--- src/rtl/pc_sequencer.sv ---
// Program counter owner for the single-cycle core: run/halt/step control, breakpoint, misaligned-target trap.
// Requests sampled at an edge change state at that edge; the first execute happens on the following cycle.
module pc_sequencer #(
  parameter int                    PC_WIDTH  = 32,
  parameter logic [PC_WIDTH-1:0]   RESET_VEC = '0,
  parameter int                    CNT_WIDTH = 32
) (
  input  logic                 CLK,
  input  logic                 RST,
  input  logic                 run_req,
  input  logic                 halt_req,
  input  logic                 step_req,
  input  logic                 bp_en,
  input  logic [PC_WIDTH-1:0]  bp_addr,
  input  logic                 branch_taken,
  input  logic [PC_WIDTH-1:0]  branch_tgt,
  input  logic                 jump,
  input  logic [PC_WIDTH-1:0]  jump_tgt,
  input  logic                 jr,
  input  logic [PC_WIDTH-1:0]  jr_tgt,
  output logic [PC_WIDTH-1:0]  pc,
  output logic [PC_WIDTH-1:0]  pc_plus4,
  output logic                 exec,
  output logic [1:0]           state,
  output logic [PC_WIDTH-1:0]  fault_pc,
  output logic [CNT_WIDTH-1:0] retire_cnt
);

  typedef enum logic [1:0] {
    S_HALT  = 2'b00,
    S_RUN   = 2'b01,
    S_STEP  = 2'b10,
    S_FAULT = 2'b11
  } state_e;

  state_e               state_q, state_d;
  logic [PC_WIDTH-1:0]  pc_q, pc_d;
  logic [PC_WIDTH-1:0]  fault_pc_q, fault_pc_d;
  logic [CNT_WIDTH-1:0] retire_cnt_q, retire_cnt_d;

  logic [PC_WIDTH-1:0]  tgt;
  logic [PC_WIDTH-1:0]  next_pc;
  logic                 tgt_sel;
  logic                 misaligned;
  logic                 issue;

  assign pc_plus4 = pc_q + PC_WIDTH'(4);

  always_comb begin
    tgt_sel = 1'b1;
    tgt     = '0;
    if (jr) begin
      tgt = jr_tgt;
    end else if (jump) begin
      tgt = jump_tgt;
    end else if (branch_taken) begin
      tgt = branch_tgt;
    end else begin
      tgt_sel = 1'b0;
    end
    // Only explicit control-flow targets can be misaligned; the sequential path never is.
    misaligned = tgt_sel && (tgt[1:0] != 2'b00);
    next_pc    = tgt_sel ? tgt : pc_plus4;
    issue      = ((state_q == S_RUN) && !halt_req) || (state_q == S_STEP);
    exec       = issue && !misaligned;
  end

  always_comb begin
    state_d      = state_q;
    pc_d         = pc_q;
    fault_pc_d   = fault_pc_q;
    retire_cnt_d = retire_cnt_q;

    if (exec) begin
      pc_d         = next_pc;
      retire_cnt_d = retire_cnt_q + CNT_WIDTH'(1);
    end

    if (issue && misaligned) begin
      fault_pc_d = pc_q;
      state_d    = S_FAULT;
    end else begin
      case (state_q)
        S_HALT: begin
          if (!halt_req) begin
            if (run_req) begin
              state_d = S_RUN;
            end else if (step_req) begin
              state_d = S_STEP;
            end
          end
        end
        S_RUN: begin
          // Breakpoint looks at the address about to be fetched, so resuming at bp_addr does not re-trigger.
          if (halt_req) begin
            state_d = S_HALT;
          end else if (bp_en && (next_pc == bp_addr)) begin
            state_d = S_HALT;
          end
        end
        S_STEP:  state_d = S_HALT;
        default: state_d = S_FAULT;
      endcase
    end
  end

  always_ff @(posedge CLK) begin
    if (!RST) begin
      state_q      <= S_HALT;
      pc_q         <= RESET_VEC;
      fault_pc_q   <= '0;
      retire_cnt_q <= '0;
    end else begin
      state_q      <= state_d;
      pc_q         <= pc_d;
      fault_pc_q   <= fault_pc_d;
      retire_cnt_q <= retire_cnt_d;
    end
  end

  assign pc         = pc_q;
  assign state      = state_q;
  assign fault_pc   = fault_pc_q;
  assign retire_cnt = retire_cnt_q;

endmodule
--- config.mk ---
export PLATFORM = sky130hd
export DESIGN_NAME = pc_sequencer
export DESIGN_NICKNAME = d
export VERILOG_FILES = /design/src/rtl/pc_sequencer.sv
export SDC_FILE = /design/constraint.sdc
export NUM_CORES = 1
export LEC_CHECK = 0
export BUFFER_PORTS_ARGS = -buffer_cell sky130_fd_sc_hd__buf_2
export CAP_MARGIN = 0
export CORE_MARGIN = 2
export CORE_UTILIZATION = 54
export DETAILED_ROUTE_END_ITERATION = 10
export GPL_TIMING_DRIVEN = 0
export PLACE_DENSITY = 0.95
export SYNTH_ARGS = -nofsm -noshare
export SYNTH_HDL_FRONTEND = slang
export SYNTH_SLANG_ARGS = --single-unit
--- constraint.sdc ---
create_clock -name CLK -period 7.9 [get_ports CLK]
set_input_delay 1.975 -clock CLK [delete_from_list [all_inputs] [get_ports CLK]]
set_output_delay 1.975 -clock CLK [all_outputs]
set_load 0.005 [all_outputs]
==> flow_summary.json <==
{
  "setup_tns_ns": 0,
  "yosysWarningCount": 0,
  "fin_ws_ns": 1.392,
  "routed_wl_um": 29300,
  "cts_resized": 0,
  "arrival_ns": 4.53,
  "synth_nets": 1057,
  "ctsRootBufferMaster": "clkbuf_16",
  "portBuffers": 267,
  "cts_hold_buf": 0,
  "firstDrtPassIters": 6,
  "layout_common_cells": "buf_2 (281), nand2_1 (138), dfxtp_1 (98)",
  "synth-edff-count": 0,
  "synth_top_family_by_area": "simple AND/OR/NAND/NOR gates",
  "overflow": 0,
  "synth_top_area_cell": "dfxtp_1",
  "synth_top_area_share_pct": 29.23,
  "fin_nets": 1335,
  "wl_per_cell_um": 21.45,
  "rsz0062_at_grt": "false",
  "area_growth_pct": 27.95,
  "final_util_pct": 71.19,
  "grt_pass1_vias": 7807,
  "start_util_pct": 55.64,
  "ys_seq_area_share_pct": 29.23,
  "coreArea_mm2": 0.01206,
  "synth_fa_ha_area_share_pct": 1.119,
  "hp-class": "flip-flop to flip-flop",
  "tightest_slew_ns": 1.329,
  "endpoint": "exec",
  "gp_congestion": 1.011,
  "ios": 268,
  "die_h_um": 115.5,
  "drc_errors": 0,
  "dp_hpwl_um": 22640,
  "antenna_found_initial": 1,
  "synth_compound_area_share_pct": 22.24,
  "final_common_cell": "buf_2",
  "clock_latency_ns": 0.36,
  "mappedNetlistArea_mm2": 0.006711,
  "critPathLaunch": "jump",
  "setup_viol": 0,
  "vias": 8690,
  "rr_endpoint": "state[1]",
  "synth_top_flop_cell": "dfxtp_1",
  "worst-path-max-fanout": 10,
  "synth_area_leaders": "dfxtp_1 (29%), nand2_1 (7.7%), a21oi_1 (6.3%), xnor2_1 (4.7%), nor2_1 (4.4%)",
  "max_freq_mhz": 153.7,
  "cts_tree": "done",
  "power_density_mw_per_mm2": 189.5,
  "hold_violations": 0,
  "ir_worst_vdd_mv": 0.1702,
  "fin_crit_ns": 6.508,
  "fillers": 1049,
  "finalCritPeriodShare_pct": 82.38,
  "syn_avg_cell_area_um2": 7.343,
  "htreeDepth": 3,
  "holdWs_ns": 0.4540,
  "numCtsBuffers": 9,
  "start_kind": "primary input",
  "crit_required_ns": 5.93,
  "core.rowCount": 40,
  "drive_above_1_share_pct": 27.32,
  "reg2reg_setup_slack_ns": 3.76,
  "path_clk_slew_ns": 0.06,
  "yosys.area_share.simple_pct": 31.45,
  "fin_worst_skew_ns": 0.01029,
  "worstReg2RegStart": "pc[14]",
  "ys_seq_elements": 98,
  "power.total_mw": 1.627,
  "cts_max_path_buffers": 2,
  "cp-end-kind": "output port",
  "syn_inst": 914,
  "status": "complete, no violations",
  "drtIter0Drc": 1368,
  "avgViaCountPerCell": 6.362,
  "postCtsSetupBuffers": 0,
  "chipWidth_um": 115.5,
  "maxCapViolCount": 0,
  "synth_xor_area_share_pct": 7.811,
  "grt_pass1_wl_um": 43250,
  "synth_mux_area_share_pct": 1.864,
  "ant_nets": 0,
  "clock-sinks": 98,
  "leakagePower_nw": 3.715,
  "dieArea_mm2": 0.01334,
  "grtUsageTotal_pct": 42.63,
  "grt_max_degree": 18,
  "crit_type": "primary input to output port",
  "relSlewSlack_pct": 11.37,
  "drv_slew": 0,
  "pre_cts_ws_ns": 1.686,
  "r2r_cells": 10,
  "synthArstFlopShare_pct": 0,
  "synth_cell_types": 76
}
==> where the power goes <==
group	internal [mW]	switching [mW]	leakage, nW
Sequential	0.530	0.0463	0.792
Clock	0.282	0.206	0.159
Combinational	0.199	0.363	2.76
==> kinds of logic after synthesis <==
logic type | after synthesis
AOI/OAI and AO/OA | 231
xor gates and xnor gates | 59
adders and majority gates | 6
buffers and inverters | 101
DFF | 98
muxes | 12
and+or+nand+nor | 407
==> metrics by stage <==
step,std cells,area (um^2)
final,1366,8587
after global routing,1366,8587
after CTS,1365,8584
after detailed placement,1349,8258
after global placement,1349,8258
after floorplan,914,6711
==> synth_stat cells, types with 8 or more instances <==
cell type	number
a211oi_1	12
a21oi_1	84
a22oi_1	9
and3_1	12
buf_1	8
buf_2	14
clkbuf_1	47
dfxtp_1	98
inv_1	23
mux2i_1	8
nand2_1	138
nand3_1	29
nand3b_1	8
nand4_1	20
nor2_1	78
nor2b_1	17
nor3_1	14
nor4_1	20
o21ai_0	35
o22ai_1	12
o31ai_1	11
or3_1	13
or4_1	10
xnor2_1	36
xor2_1	22
==> routing by layer <==
layer,wire [um],track usage (%),vias up,share of wire [%]
met4,1622,19.76,0,5.5
li1,-,-,3851,-
met2,12590,65.19,651,43
met5,0,0,-,0
met3,3579,8.577,133,12
met1,11510,57.93,4055,39
==> state kept, by name, indices dropped and copies added (netlist names) <==
register,count
retire_cnt,32
state,2
pc,32
fault_pc,32
==> critical path, cell delays in order <==
cell and delay (ns):
buf_2 0.08, clkbuf_1 0.37, nor2_1 0.09, a221oi_1 1.08, or2_2 0.29, inv_1 0.06, clkbuf_1 0.32, buf_2 0.25
==> worst min-delay path by stage <==
stage / startpoint / to / slack, ns / cells past startpoint
after global placement: fault_pc[5] / fault_pc[5] / 0.44 / 2
after CTS: fault_pc[0] / fault_pc[0] / 0.45 / 2
after floorplan: fault_pc[0] / fault_pc[0] / 0.45 / 2
after detailed placement: fault_pc[0] / fault_pc[0] / 0.44 / 2
final: fault_pc[26] / fault_pc[26] / 0.45 / 2
after global routing: fault_pc[22] / fault_pc[22] / 0.47 / 2
==> final cells by class <==
type / instances / area [um^2] / area share, %
multi-input combinational: 715 / 4328 / 50.40
inverter: 25 / 93.84 / 1.093
clock inverter: 6 / 97.59 / 1.137
buffer: 76 / 327.8 / 3.818
timing repair buffer: 267 / 1336 / 15.56
tap: 168 / 210.2 / 2.448
sequential: 98 / 1962 / 22.85
clock buffer: 10 / 229.0 / 2.666
antenna: 1 / 2.502 / 0.02914
Note: power is estimated with default switching activity, not from simulation.
